File: src/rtl/bira_pkg.sv
// Shared definitions for the BIRA spare-allocation slice.
//   - Packed entry widths and field offsets for pivot / non-pivot fault entries.
//     Pivot entry:     {en, row[9:0], col[9:0], bnk[1:0], must[2:0]}
//     Non-pivot entry: {en, ptr[2:0], dscrpt, addr[9:0], bnk[1:0]}
//   - Must-repair flag encodings.
//   - Search FSM state type.
package bira_pkg;

    localparam int unsigned PIV_W     = 26;
    localparam int unsigned NPIV_W    = 17;

    // Pivot field LSB offsets
    localparam int unsigned PIV_MUST  = 0;
    localparam int unsigned PIV_BNK   = 3;
    localparam int unsigned PIV_COL   = 5;
    localparam int unsigned PIV_ROW   = 15;
    localparam int unsigned PIV_EN    = 25;

    // Non-pivot field LSB offsets
    localparam int unsigned NP_BNK    = 0;
    localparam int unsigned NP_ADDR   = 2;
    localparam int unsigned NP_DSCRPT = 12;
    localparam int unsigned NP_PTR    = 13;
    localparam int unsigned NP_EN     = 16;

    // Must flags: ROW and ADJ force a spare row, COL forces a spare column
    localparam logic [2:0] MUST_ROW = 3'b100;
    localparam logic [2:0] MUST_COL = 3'b010;
    localparam logic [2:0] MUST_ADJ = 3'b001;

    typedef enum logic [1:0] {
        StIdle   = 2'd0,
        StSnap   = 2'd1,
        StSearch = 2'd2,
        StDone   = 2'd3
    } state_e;

endpackage

File: src/rtl/spare_cand_eval.sv
// Combinational evaluation of one repair candidate against the fault snapshot.
// Ports:
//   cand   - candidate assignment, bit i = 1: pivot i takes a spare row, 0: a spare column
//   piv    - packed pivot entries (PCAM x PIV_W)
//   npiv   - packed non-pivot entries (NPCAM x NPIV_W)
//   valid  - candidate honours enables, must flags and the spare budgets
//   rows   - spare rows the candidate consumes
//   cols   - spare columns the candidate consumes
module spare_cand_eval
    import bira_pkg::*;
#(
    parameter int unsigned PCAM  = 8,
    parameter int unsigned NPCAM = 30,
    parameter int unsigned SPR   = 2,
    parameter int unsigned SPC   = 2
) (
    input  logic [PCAM-1:0]         cand,
    input  logic [PCAM*PIV_W-1:0]   piv,
    input  logic [NPCAM*NPIV_W-1:0] npiv,
    output logic                    valid,
    output logic [5:0]              rows,
    output logic [5:0]              cols
);

    // Address fields are carried in the snapshot for the fuse stage but play no part in cost
    logic unused_fields;

    always_comb begin : eval
        logic       en;
        logic [2:0] must;
        logic [2:0] ptr;
        logic       dscrpt;
        logic       piv_row;

        valid   = 1'b1;
        rows    = '0;
        cols    = '0;
        en      = 1'b0;
        must    = '0;
        ptr     = '0;
        dscrpt  = 1'b0;
        piv_row = 1'b0;

        for (int i = 0; i < int'(PCAM); i++) begin
            en   = piv[i*PIV_W + PIV_EN];
            must = piv[i*PIV_W + PIV_MUST +: 3];
            if (en) begin
                if (cand[i]) rows = rows + 6'd1;
                else         cols = cols + 6'd1;
                if (((must & (MUST_ROW | MUST_ADJ)) != 3'b000) && !cand[i]) valid = 1'b0;
                if (((must & MUST_COL) != 3'b000) && cand[i])              valid = 1'b0;
            end else if (cand[i]) begin
                valid = 1'b0;
            end
        end

        for (int j = 0; j < int'(NPCAM); j++) begin
            en      = npiv[j*NPIV_W + NP_EN];
            ptr     = npiv[j*NPIV_W + NP_PTR +: 3];
            dscrpt  = npiv[j*NPIV_W + NP_DSCRPT];
            piv_row = 1'b0;
            for (int k = 0; k < int'(PCAM); k++) begin
                if (int'(ptr) == k) piv_row = cand[k];
            end
            if (en) begin
                if (dscrpt && !piv_row) rows = rows + 6'd1;
                if (!dscrpt && piv_row) cols = cols + 6'd1;
            end
        end

        if (rows > 6'(SPR)) valid = 1'b0;
        if (cols > 6'(SPC)) valid = 1'b0;
    end

    always_comb begin
        unused_fields = 1'b0;
        for (int i = 0; i < int'(PCAM); i++) begin
            unused_fields = unused_fields ^ (^piv[i*PIV_W + PIV_ROW +: 10])
                                          ^ (^piv[i*PIV_W + PIV_COL +: 10])
                                          ^ (^piv[i*PIV_W + PIV_BNK +: 2]);
        end
        for (int j = 0; j < int'(NPCAM); j++) begin
            unused_fields = unused_fields ^ (^npiv[j*NPIV_W + NP_ADDR +: 10])
                                          ^ (^npiv[j*NPIV_W + NP_BNK +: 2]);
        end
    end

endmodule

File: src/rtl/spare_alloc_search.sv
// Spare row/column allocation search. Snapshots the packed fault entries on start,
// runs cheap fatal pre-checks, then steps one candidate assignment per clock.
// Build option: SPARE_ALLOC_MIN_EN - exhaustive search keeping the cheapest valid
// candidate (ties to lowest cand); when undefined, first-fit with early exit.
// Ports:
//   clk, rst             - clock, synchronous active-high reset
//   start                - one-cycle request, honoured only when idle
//   pivot_fault_addr     - PCAM packed pivot entries
//   nonpivot_fault_addr  - NPCAM packed non-pivot entries
//   busy                 - snapshot or search in progress
//   done                 - one-cycle pulse, result valid
//   repairable           - result flag
//   solution             - per-pivot row(1)/column(0) choice, zero if unrepairable
//   rows_used, cols_used - spares consumed by the solution
module spare_alloc_search
    import bira_pkg::*;
#(
    parameter int unsigned PCAM  = 8,
    parameter int unsigned NPCAM = 30,
    parameter int unsigned SPR   = 2,
    parameter int unsigned SPC   = 2
) (
    input  logic                    clk,
    input  logic                    rst,
    input  logic                    start,
    input  logic [PCAM*PIV_W-1:0]   pivot_fault_addr,
    input  logic [NPCAM*NPIV_W-1:0] nonpivot_fault_addr,
    output logic                    busy,
    output logic                    done,
    output logic                    repairable,
    output logic [PCAM-1:0]         solution,
    output logic [5:0]              rows_used,
    output logic [5:0]              cols_used
);

    state_e                  state_q, state_d;
    logic [PCAM-1:0]         cand_q;
    logic [PCAM*PIV_W-1:0]   piv_q;
    logic [NPCAM*NPIV_W-1:0] npiv_q;

    logic       cand_valid;
    logic [5:0] cand_rows;
    logic [5:0] cand_cols;
    logic       fatal;
    logic       last_cand;

    spare_cand_eval #(
        .PCAM  (PCAM),
        .NPCAM (NPCAM),
        .SPR   (SPR),
        .SPC   (SPC)
    ) u_eval (
        .cand  (cand_q),
        .piv   (piv_q),
        .npiv  (npiv_q),
        .valid (cand_valid),
        .rows  (cand_rows),
        .cols  (cand_cols)
    );

    assign last_cand = &cand_q;
    assign busy      = (state_q == StSnap) || (state_q == StSearch);
    assign done      = (state_q == StDone);

    // Pre-checks look at the live inputs during SNAP, the same values being captured
    always_comb begin : precheck
        logic [5:0] n_en;
        logic [2:0] must;
        n_en  = '0;
        must  = '0;
        fatal = 1'b0;
        for (int i = 0; i < int'(PCAM); i++) begin
            must = pivot_fault_addr[i*PIV_W + PIV_MUST +: 3];
            if (pivot_fault_addr[i*PIV_W + PIV_EN]) begin
                n_en = n_en + 6'd1;
                if (((must & (MUST_ROW | MUST_ADJ)) != 3'b000) &&
                    ((must & MUST_COL) != 3'b000)) begin
                    fatal = 1'b1;
                end
            end
        end
        if (n_en > 6'(SPR + SPC)) fatal = 1'b1;
    end

`ifdef SPARE_ALLOC_MIN_EN
    logic            found_q;
    logic [PCAM-1:0] best_sol_q;
    logic [5:0]      best_rows_q;
    logic [5:0]      best_cols_q;
    logic            take;

    // Strict less-than keeps the earliest (lowest cand) of equal-cost candidates
    assign take = cand_valid &&
                  (!found_q || (({1'b0, cand_rows} + {1'b0, cand_cols}) <
                                ({1'b0, best_rows_q} + {1'b0, best_cols_q})));
`endif

    always_comb begin
        state_d = state_q;
        unique case (state_q)
            StIdle:   if (start) state_d = StSnap;
            StSnap:   state_d = fatal ? StDone : StSearch;
`ifdef SPARE_ALLOC_MIN_EN
            StSearch: if (last_cand) state_d = StDone;
`else
            StSearch: if (cand_valid || last_cand) state_d = StDone;
`endif
            StDone:   state_d = StIdle;
            default:  state_d = StIdle;
        endcase
    end

    always_ff @(posedge clk) begin
        if (rst) begin
            state_q     <= StIdle;
            cand_q      <= '0;
            piv_q       <= '0;
            npiv_q      <= '0;
            repairable  <= 1'b0;
            solution    <= '0;
            rows_used   <= '0;
            cols_used   <= '0;
`ifdef SPARE_ALLOC_MIN_EN
            found_q     <= 1'b0;
            best_sol_q  <= '0;
            best_rows_q <= '0;
            best_cols_q <= '0;
`endif
        end else begin
            state_q <= state_d;
            case (state_q)
                StSnap: begin
                    piv_q       <= pivot_fault_addr;
                    npiv_q      <= nonpivot_fault_addr;
                    cand_q      <= '0;
                    repairable  <= 1'b0;
                    solution    <= '0;
                    rows_used   <= '0;
                    cols_used   <= '0;
`ifdef SPARE_ALLOC_MIN_EN
                    found_q     <= 1'b0;
                    best_sol_q  <= '0;
                    best_rows_q <= '0;
                    best_cols_q <= '0;
`endif
                end
                StSearch: begin
                    cand_q <= cand_q + PCAM'(1);
`ifdef SPARE_ALLOC_MIN_EN
                    if (take) begin
                        found_q     <= 1'b1;
                        best_sol_q  <= cand_q;
                        best_rows_q <= cand_rows;
                        best_cols_q <= cand_cols;
                    end
                    if (last_cand) begin
                        if (take) begin
                            repairable <= 1'b1;
                            solution   <= cand_q;
                            rows_used  <= cand_rows;
                            cols_used  <= cand_cols;
                        end else if (found_q) begin
                            repairable <= 1'b1;
                            solution   <= best_sol_q;
                            rows_used  <= best_rows_q;
                            cols_used  <= best_cols_q;
                        end else begin
                            repairable <= 1'b0;
                            solution   <= '0;
                            rows_used  <= '0;
                            cols_used  <= '0;
                        end
                    end
`else
                    if (cand_valid) begin
                        repairable <= 1'b1;
                        solution   <= cand_q;
                        rows_used  <= cand_rows;
                        cols_used  <= cand_cols;
                    end else if (last_cand) begin
                        repairable <= 1'b0;
                        solution   <= '0;
                        rows_used  <= '0;
                        cols_used  <= '0;
                    end
`endif
                end
                default: ;
            endcase
        end
    end

endmodule

File: config.mk
export PLATFORM = sky130hd
export DESIGN_NAME = spare_alloc_search
export DESIGN_NICKNAME = d
export VERILOG_FILES = /design/src/rtl/bira_pkg.sv /design/src/rtl/spare_cand_eval.sv /design/src/rtl/spare_alloc_search.sv
export SDC_FILE = /design/constraint.sdc
export NUM_CORES = 1
export LEC_CHECK = 0
export CORE_MARGIN = 2
export CORE_UTILIZATION = 40
export CTS_CLUSTER_DIAMETER = 60
export CTS_CLUSTER_SIZE = 24
export DETAILED_ROUTE_END_ITERATION = 10
export PLACE_DENSITY = 0.62
export SLEW_MARGIN = 20
export SYNTH_ARGS = -nofsm -noshare
export SYNTH_HDL_FRONTEND = slang
export SYNTH_HIERARCHICAL = 1
export SYNTH_SLANG_ARGS = --single-unit
File: constraint.sdc
create_clock -name clk -period 42.6 [get_ports clk]
set_input_delay 8.52 -clock clk [delete_from_list [all_inputs] [get_ports clk]]
set_output_delay 8.52 -clock clk [all_outputs]
set_load 0.05 [all_outputs]
==> parameters.txt, run 1 <==
Parameter                              Value

Run status
  Outcome ... complete, no violations

Clocking
  Hold-fix buffers at CTS ... 0
  Clock root buffer ... clkbuf_16
  CTS Buffer Depth ... 3
  Later-pin clock latency in the skew report ... 560 ps
  Worst-path clk slew ... 90 ps
  Number of gates resized after cts ... 0
  CTS H-tree depth ... 1
  Number of buffers inserted during clock tree synthesis ... 22
  Clock sink count ... 213
  Number of setup buffers added after CTS ... 0
  Clock tree from TritonCTS ... built

Timing
  Final worst path period share ... 63.9%
  Tmin final ... 27210 ps
  Number of hold-slack violations in the final timing report ... 0
  Sum of negative setup slack ... 0 ps
  Count of endpoints failing setup in the final report ... 0
  RSZ-0062 raised after global routing ... false
  Clk_skew ... 41.6 ps
  Peak clock frequency supported by timing ... 36.8 MHz
  Transition time of the tightest slew-check pin ... 1050 ps
  Slew margin rel. ... 29.7%
  Count of pins over their slew limit ... 0

Placement
  Weighted congestion at the end of routability-driven global placement ... 0.858
  Hpwl dp ... 43.6 mm
  Count of port buffers added during placement ... 207
  Cell count after placement ... 3264

Critical path
  Setup slack of the most critical reg-to-reg path ... 15390 ps
  Data arrival time of the critical path ... 27610 ps
  Slowest CP cell ... dfxtp_2
  Delay of the slowest critical-path stage ... 730 ps
  Cell class contributing the biggest share of worst-path delay ... adder cells
  Logic depth of the worst setup path including buffers ... 120
  Buffers plus inverters on the worst setup path ... 7
  Reg2reg end ... state_q[0]$_SDFFE_PP0P_
  CP endpoint ... state_q[0]$_SDFFE_PP0P_
  Maximum net fanout on the critical path ... 20
  Type of element launching the critical path ... flip-flop
  Worst R2R Path Depth ... 120
  Critical path start-end classification ... reg2reg
  Data required time of the worst path ... 43000 ps
  Critical Path Start ... cand_q[1]$_SDFFE_PP0P_
  Worst R2R Start ... cand_q[1]$_SDFFE_PP0P_
  Cell repeated most along the worst path ... ha_1
  Crit end category ... flip-flop

Global routing
  Fraction of met1 tracks used by global routing ... 26.6%
  Residual overflow from global routing ... 0
  Met2 global-route usage ... 33.0%
  Largest net degree at the start of global routing ... 123
  Via count of the first global-routing pass ... 17700
  Met3 track utilization from global routing ... 3.28%
  Total global routing track utilization ... 19.7%
  Initial antenna violation count ... 2
  First-pass GRT wire length ... 91.0 mm
  Layer with the highest usage after global routing ... met2

Final layout
  Area added between synthesis and finish ... 14.3%
  Number of nets at the end of the flow ... 3401
  Fraction of final layout cells with drive strength greater than 1 ... 9.89%
  Post-Layout Cell Count ... 3305

Power
  Proportion of total power due to net switching ... 45.0%
  Clock Power Share ... 16.5%
  Combinational share of power ... 61.3%
  Seq pwr share ... 22.2%
  Cell internal power dissipation ... 722 uW
  LEAKAGE ... 0.00921 uW
  Peak supply drop ... 0.0000303 V
  Pwr Density ... 53.1 mW/mm^2
  Net load switching power ... 590 uW

Flow run
  Maximum Capacitance Violations ... 0

Floorplan
  Die Wd ... 236 um
  Core box area ... 0.0536 sq mm
  Initial core utilization ... 40.3%
  Die outline height ... 236 um
  Number of top-level design ports ... 744
  Overall die area ... 0.0559 sq mm
  Site Rows ... 85

Logic synthesis
  Post-Synthesis Mean Instance Area ... 8.47 sq um
  Yosys Warn Count ... 6
  Post-synth design cell area ... 0.0216 sq mm
  Synthesized net count ... 3360
  Syn Inst Count ... 2551

Routing
  Average vias per placed instance ... 5.54
  Drt total wl ... 57.2 mm
  DRC ... 0
  Iter 0 DRT Violations ... 1033
  Number of antenna-violating nets in the routed design ... 0
  DR WL/cell ... 17.3 um
  Vias after detailed routing ... 18300
  Drt first pass iters ... 5

Worst hold path
  Worst min path class ... reg2reg
[placed cells by master, fill, tap and decap left out, types with 72 or more instances in the layout]
master / n
xnor2_1: 178
ha_1: 87
mux2i_1: 254
o21ai_0: 72
clkdlybuf4s50_1: 206
nor2_1: 333
a21oi_1: 74
nand3_1: 73
xor2_1: 101
nand2_1: 169
dfxtp_1: 205
[state kept, by name, summed over array words and instances, names as in the netlist]
name	count
npiv_q	150
piv_q	32
cand_q	8
solution	8
cols_used	6
rows_used	6
state_q	2
repairable	1
[worst min path at each step]
stage | slack (ps) | depth (start not counted) | endpoint | start
floorplan | 450 | 2 | npiv_q[15]$_SDFFE_PP0P_ | npiv_q[15]$_SDFFE_PP0P_
global placement | 470 | 2 | piv_q[156]$_SDFFE_PP0P_ | piv_q[156]$_SDFFE_PP0P_
detailed placement | 480 | 2 | repairable$_SDFFE_PP0P_ | repairable$_SDFFE_PP0P_
CTS | 510 | 2 | piv_q[79]$_SDFFE_PP0P_ | piv_q[79]$_SDFFE_PP0P_
global route | 540 | 2 | piv_q[79]$_SDFFE_PP0P_ | piv_q[79]$_SDFFE_PP0P_
finish | 510 | 2 | piv_q[157]$_SDFFE_PP0P_ | piv_q[157]$_SDFFE_PP0P_
[power by group through the flow]
| stage | registers (uW) | logic, uW | clock network (uW) |
|---|---|---|---|
| 3_5_place_dp | 296 | 799 | 0 |
| 4_1_cts | 292 | 805 | 222 |
| 5_1_grt | 299 | 905 | 230 |
| 6_report | 292 | 804 | 216 |
| 3_3_place_gp | 293 | 772 | 0 |
| 2_1_floorplan | 284 | 645 | 0 |
[cell type report]
cell class              instances  area [sq um]
fillers                      5181         28900
multi-input cells            2059         16300
flip-flops and latches        213          4270
repair buffers                224          2200
well taps                     696           871
clock buffers                  26           607
inverters                      72           270
clock inverters                14           204
diodes                          1          2.50
[tightest hold or removal path, delay by kind of cell (launching register included)]
family / cells / cell delay, ps
DFF: 1 / 340
muxes: 1 / 70
and+or+nand+nor: 1 / 70
[layer usage]
layer  vias to the layer above  routed length (um)  share of wire [%]
met3                        62                3150                5.5
met4                         2                1090                1.9
met1                      8711               26700                 47
met2                       451               26200                 46
met5                         -                  13              0.023
li1                       9098                   -                  -
[through the flow]
stage	hold slack [ps]	power (uW)	cell area [sq um]	setup WS [ps]	util (%)
6_report	506	1310	24700	15390	46.1
3_3_place_gp	469	1070	23900	16100	44.6
5_1_grt	536	1430	24700	13450	46.1
2_1_floorplan	455	929	21600	18000	-
4_1_cts	506	1320	24700	15490	46.1
3_5_place_dp	482	1100	23900	15600	44.6
No activity file was read; power rests on OpenSTA's default activity.
==> run 2, diff against run 1 <==
==> constraint.sdc (replaced) <==
create_clock -name clk -period 26 [get_ports clk]
set_input_delay 5.2 -clock clk [delete_from_list [all_inputs] [get_ports clk]]
set_output_delay 5.2 -clock clk [all_outputs]
set_load 0.05 [all_outputs]
==> run 2 against run 1 <==
Effect of this change:
- sequential power up 62%
- clock-buffer cell count shrank 4
- fmax rose by 8.7%
- sequential share of layout area is 0.20 points lower
- first-iteration DRC count grew 3.0%
- combinational power is 79% higher
- final cell count rose by 0.45%
- global-route usage is 0.083 points higher
- utilization rose by 0.54 points
- worst setup slack worse by 14000 ps
- final area up 1.2%
- clock power grew 60%
==> parameters.txt, run 2 (synthesis results as in run 1) <==
Parameter                              Value

Clocking
  CTS Buffer Depth ... 3
  Worst-path clk slew ... 70 ps
  Clock tree from TritonCTS ... built
  Clock sink count ... 213
  CTS H-tree depth ... 1
  Clock root buffer ... clkbuf_16
  Number of buffers inserted during clock tree synthesis ... 21
  Later-pin clock latency in the skew report ... 540 ps

Timing
  Clk_skew ... 26.4 ps
  Number of hold-slack violations in the final timing report ... 0
  Final worst path period share ... 96.3%
  Tmin final ... 25030 ps
  Worst hold slack ... 502 ps
  Peak clock frequency supported by timing ... 40.0 MHz
  Slew margin rel. ... 29.2%
  Worst setup margin ... 972 ps
  Count of pins over their slew limit ... 0
  Count of endpoints failing setup in the final report ... 0
  Transition time of the tightest slew-check pin ... 1060 ps

Critical path
  Data required time of the worst path ... 26390 ps
  Crit end category ... flip-flop
  Maximum net fanout on the critical path ... 4
  Setup slack of the most critical reg-to-reg path ... 970 ps
  Slowest CP cell ... or3_4
  Worst R2R Start ... piv_q[25]$_SDFFE_PP0P_
  Buffers plus inverters on the worst setup path ... 6
  Logic depth of the worst setup path including buffers ... 121
  Type of element launching the critical path ... flip-flop
  Data arrival time of the critical path ... 25410 ps
  Delay of the slowest critical-path stage ... 390 ps
  Critical path start-end classification ... reg2reg
  Reg2reg end ... state_q[0]$_SDFFE_PP0P_
  Cell class contributing the biggest share of worst-path delay ... adder cells
  Cell repeated most along the worst path ... ha_1
  Worst R2R Path Depth ... 121

Routing
  Drt total wl ... 57.6 mm
  DR WL/cell ... 17.4 um
  DRC ... 0
  Iter 0 DRT Violations ... 1064
  Number of antenna-violating nets in the routed design ... 0
  Vias after detailed routing ... 18400
  Drt first pass iters ... 5
  Average vias per placed instance ... 5.55

Power
  Combinational share of power ... 63.8%
  LEAKAGE ... 0.00934 uW
  Proportion of total power due to net switching ... 44.6%
  Peak supply drop ... 0.0000511 V
  Pwr Density ... 90.2 mW/mm^2
  Cell internal power dissipation ... 1250 uW
  Seq pwr share ... 20.9%
  Net load switching power ... 1010 uW
  Clock Power Share ... 15.3%

Worst hold path
  Worst min path class ... reg2reg
  Hold Path Stages ... 2
  Worst-case hold path end point ... cols_used[1]$_SDFFE_PP0P_
  Start point of the worst min-delay path ... cols_used[1]$_SDFFE_PP0P_

Global routing
  Via count of the first global-routing pass ... 17800
  Largest net degree at the start of global routing ... 123
  First-pass GRT wire length ... 91.8 mm
  Initial antenna violation count ... 3
  Residual overflow from global routing ... 0
  Total global routing track utilization ... 19.8%

Final layout
  Register name with the most flops ... npiv_q
  Area added between synthesis and finish ... 15.7%
  Leading cell type in the layout, fill and taps excluded ... nor2_1
  Most used cells in the layout excluding fill and tap cells ... 330 x nor2_1, 250 x mux2i_1, 206 x clkdlybuf4s50_1
  Largest register FFs ... 150
  Count of antenna diodes in the layout ... 0
  # fillers ... 5143
  Fraction of final layout cells with drive strength greater than 1 ... 11.7%
  Biggest registers after layout ... npiv_q: 150 flops, piv_q: 32 flops
  Number of nets at the end of the flow ... 3420

Placement
  Weighted congestion at the end of routability-driven global placement ... 0.843
  Hpwl dp ... 43.7 mm
  Count of port buffers added during placement ... 207
  Pre-CTS worst setup slack ... -112 ps

Floorplan
  Initial core utilization ... 40.3%
  Site Rows ... 85
  Die Wd ... 236 um
  Number of top-level design ports ... 744
  Overall die area ... 0.0559 sq mm
  Die outline height ... 236 um
  Core box area ... 0.0536 sq mm

Run status
  Outcome ... complete, no violations

Flow run
  Maximum Capacitance Violations ... 0
[run 2: cell types whose count changed in the layout (fill, tap and decap cells not counted), moves of 3 or more]
cell	before	now
o31ai_1	21	17
mux2i_2	0	3
nor2_1	333	330
o31ai_2	0	3
mux2i_1	254	250
buf_4	17	37
o21ai_0	72	66
o21ai_2	4	8
[run 2: worst max path at each step]
stage | startpoint | end | slack [ps]
finish | piv_q[25]$_SDFFE_PP0P_ | state_q[0]$_SDFFE_PP0P_ | 970
global route | piv_q[25]$_SDFFE_PP0P_ | state_q[0]$_SDFFE_PP0P_ | -120
CTS | piv_q[25]$_SDFFE_PP0P_ | state_q[0]$_SDFFE_PP0P_ | 50
detailed placement | piv_q[25]$_SDFFE_PP0P_ | state_q[0]$_SDFFE_PP0P_ | -110
global placement | piv_q[25]$_SDFFE_PP0P_ | state_q[0]$_SDFFE_PP0P_ | 170
floorplan | cand_q[0]$_SDFFE_PP0P_ | state_q[0]$_SDFFE_PP0P_ | 1400
[run 2: metrics by stage]
step / cells / TNS [ps] / utilization (%) / power, uW / area, sq um
after global routing: 3320 / -118 / 46.6 / 2450 / 25000
after floorplan: 2551 / 0 / - / 1520 / 21600
after global placement: 3273 / 0 / 44.7 / 1750 / 24000
final: 3320 / 0 / 46.6 / 2260 / 25000
after CTS: 3309 / 0 / 46.2 / 2170 / 24800
after detailed placement: 3273 / -112 / 44.7 / 1800 / 24000
[run 2: per-layer routing]
layer | share of wire [%] | GRT usage, % | wire length [um]
met5 | 0.047 | 0 | 27
met4 | 1.9 | 3.99 | 1110
met3 | 5.8 | 3.23 | 3350
met2 | 45 | 33.2 | 26200
met1 | 47 | 26.8 | 27000
[run 2: power by group through the flow]
stage               logic [uW]  registers, uW  clock network [uW]
finish                    1440            472                 345
global route              1600            485                 366
CTS                       1350            472                 357
detailed placement        1320            479                   0
global placement          1280            474                   0
floorplan                 1060            465                   0
[run 2: area by class of cell]
| cell class | count | area [sq um] | share of cell area (%) |
|---|---|---|---|
| well taps | 696 | 871 | 3.48 |
| repair buffers | 244 | 2350 | 9.40 |
| multi-input cells | 2059 | 16500 | 65.9 |
| inverters | 72 | 270 | 1.08 |
| clock buffers | 22 | 539 | 2.16 |
| clock inverters | 14 | 226 | 0.906 |
| flip-flops and latches | 213 | 4270 | 17.1 |
[run 2: worst reg2reg max path: cells and delay by family, from the launching register on]
family                     cells  cell delay, ps
xor gates and xnor gates       1             120
adders and majority gates     37           11000
and+or+nand+nor               35            4970
AOI/OAI and AO/OA             26            3700
DFF                            1             310
muxes                         16            4280
buffers and inverters          6             480
[run 2: timing repair]
action / 4_1_cts / 5_1_grt
setup buffers: 0 / 11
gates resized for setup: 8 / 33
setup endpoints to repair: 13 / 23
pin swaps: 0 / 17
hold buffers: 0 / 0
gates cloned: 0 / 0
==> run 3, diff against run 2 <==
--- a/config.mk
+++ b/config.mk
@@ -7,6 +7,7 @@
 export LEC_CHECK = 0
 export CORE_MARGIN = 2
 export CORE_UTILIZATION = 40
+export CTS_BUF_LIST = sky130_fd_sc_hd__clkbuf_16
 export CTS_CLUSTER_DIAMETER = 60
 export CTS_CLUSTER_SIZE = 24
 export DETAILED_ROUTE_END_ITERATION = 10
==> run 3 against run 2 <==
Effect of this change:
- flip-flop and latch count did not move
- combinational power barely moved
- non-clock buffer count did not move
- register-to-register slack barely moved
- clock-buffer cell count fell by 1
- sequential share of layout area barely moved
==> parameters.txt, run 3 (synthesis results as in run 1) <==
Parameter                              Value

Run status
  Outcome ... complete, no violations

Worst hold path
  Worst min path class ... reg2reg

Power
  Peak supply drop ... 0.0000511 V
  LEAKAGE ... 0.00933 uW
  Final total power ... 2250 uW
  Pwr Density ... 90.1 mW/mm^2

Final layout
  Most used cells in the layout excluding fill and tap cells ... 330 x nor2_1, 250 x mux2i_1, 206 x clkdlybuf4s50_1
  Number of nets at the end of the flow ... 3420
  Post-Layout Cell Count ... 3320
  Leading cell type in the layout, fill and taps excluded ... nor2_1
  Largest register FFs ... 150
  # fillers ... 5145
  Post-Layout Inst Area ... 0.0250 sq mm
  Fraction of final layout cells with drive strength greater than 1 ... 11.7%
  Register name with the most flops ... npiv_q
  Area added between synthesis and finish ... 15.6%
  Count of antenna diodes in the layout ... 0
  Biggest registers after layout ... npiv_q: 150 flops, piv_q: 32 flops

Placement
  Instance area after placement ... 0.0240 sq mm
  Hpwl dp ... 43.7 mm
  Weighted congestion at the end of routability-driven global placement ... 0.843
  Cell count after placement ... 3273
  Count of port buffers added during placement ... 207

Critical path
  Critical path start-end classification ... reg2reg
  Critical Path Start ... piv_q[25]$_SDFFE_PP0P_
  Data required time of the worst path ... 26390 ps
  Setup slack of the most critical reg-to-reg path ... 980 ps
  Worst R2R Path Depth ... 121
  Maximum net fanout on the critical path ... 4
  Cell repeated most along the worst path ... ha_1
  CP endpoint ... state_q[0]$_SDFFE_PP0P_
  Type of element launching the critical path ... flip-flop
  Delay of the slowest critical-path stage ... 390 ps
  Reg2reg end ... state_q[0]$_SDFFE_PP0P_
  Worst R2R Start ... piv_q[25]$_SDFFE_PP0P_
  Data arrival time of the critical path ... 25410 ps
  Crit end category ... flip-flop
  Slowest CP cell ... or3_4

Timing
  Tmin final ... 25020 ps
  Count of pins over their slew limit ... 0
  Peak clock frequency supported by timing ... 40.0 MHz
  Clk_skew ... 29.4 ps
  Number of hold-slack violations in the final timing report ... 0
  Count of endpoints failing setup in the final report ... 0
  Slew margin rel. ... 29.5%
  Final worst path period share ... 96.2%
  Transition time of the tightest slew-check pin ... 1060 ps
  Worst hold slack ... 502 ps
  Sum of negative setup slack ... 0 ps

Clocking
  CTS Buffer Depth ... 3
  Worst-path clk slew ... 70 ps
  CTS H-tree depth ... 1
  Number of buffers inserted during clock tree synthesis ... 21
  Later-pin clock latency in the skew report ... 550 ps
  Clock root buffer ... clkbuf_16
  Clock tree from TritonCTS ... built
  Clock sink count ... 213
  Hold-fix buffers at CTS ... 0

Routing
  DR WL/cell ... 17.4 um
  Vias after detailed routing ... 18400
  Number of antenna-violating nets in the routed design ... 0
  Drt first pass iters ... 5
  DRC ... 0
  Iter 0 DRT Violations ... 1056
  Drt total wl ... 57.6 mm
  Average vias per placed instance ... 5.54

Global routing
  Total global routing track utilization ... 19.8%
  Largest net degree at the start of global routing ... 123
  Residual overflow from global routing ... 0
  Via count of the first global-routing pass ... 17800
  Initial antenna violation count ... 3
  First-pass GRT wire length ... 91.8 mm

Floorplan
  Core box area ... 0.0536 sq mm
  Die Wd ... 236 um
  Overall die area ... 0.0559 sq mm
  Site Rows ... 85
  Die outline height ... 236 um
  Initial core utilization ... 40.3%
  Number of top-level design ports ... 744

Flow run
  Maximum Capacitance Violations ... 0
## run 3: final cells by class
cell class | count | area, sq um | share of cell area (%)
Sequential cell | 213 | 4270 | 17.1
Multi-Input combinational cell | 2059 | 16500 | 65.9
Clock inverter | 15 | 230 | 0.921
Clock buffer | 21 | 526 | 2.10
Inverter | 72 | 270 | 1.08
Tap cell | 696 | 871 | 3.48
Timing Repair Buffer | 244 | 2350 | 9.41
## run 3: metrics by stage
step                util (%)  setup slack (ps)
finish                  46.6               978
CTS                     46.2              54.6
detailed placement      44.7              -112
global placement        44.7               168
global route            46.6              -118
floorplan                  -              1400
## run 3: timing repair
item | CTS | global route
endpoints found under the setup margin | 13 | 23
buffers inserted | 0 | 11
hold endpoints to repair | 0 | 0
cloned | 0 | 0
pin swaps | 0 | 17
gates resized for setup | 8 | 33
## run 3: critical path: cells and delay by family (launching register included)
family	cells	cell delay, ps
XOR/XNOR	1	120
adder cells (fa/ha/maj)	37	10990
AO/OA/AOI/OAI	26	3700
AND/OR/NAND/NOR	35	4970
buffers and inverters	6	480
multiplexers	16	4280
flip-flops	1	310
## run 3: how the worst min path moves through the flow
stage,endpoint,cells past startpoint,start,slack [ps]
2_1_floorplan,npiv_q[15]$_SDFFE_PP0P_,2,npiv_q[15]$_SDFFE_PP0P_,450
3_3_place_gp,piv_q[156]$_SDFFE_PP0P_,2,piv_q[156]$_SDFFE_PP0P_,470
3_5_place_dp,piv_q[132]$_SDFFE_PP0P_,2,piv_q[132]$_SDFFE_PP0P_,480
4_1_cts,piv_q[54]$_SDFFE_PP0P_,2,piv_q[54]$_SDFFE_PP0P_,510
5_1_grt,rows_used[0]$_SDFFE_PP0P_,2,rows_used[0]$_SDFFE_PP0P_,530
6_report,cols_used[1]$_SDFFE_PP0P_,2,cols_used[1]$_SDFFE_PP0P_,500
## run 3: layer usage
metal  GRT usage (%)  routed length (um)  vias to the layer above
li1                -                   -                     9124
met1            26.8               27000                     8741
met2            33.2               26100                      458
met3            3.23                3350                       69
met4            3.99                1120                        4
met5               0                  27                        -
## run 3: where the power goes
part           switching (uW)  leakage (uW)  internal [uW]  total, uW
Sequential               70.1       0.00174            402        472
Combinational             786       0.00723            652       1440
Clock                     149      0.000367            193        342
Total                    1010       0.00933           1250       2250
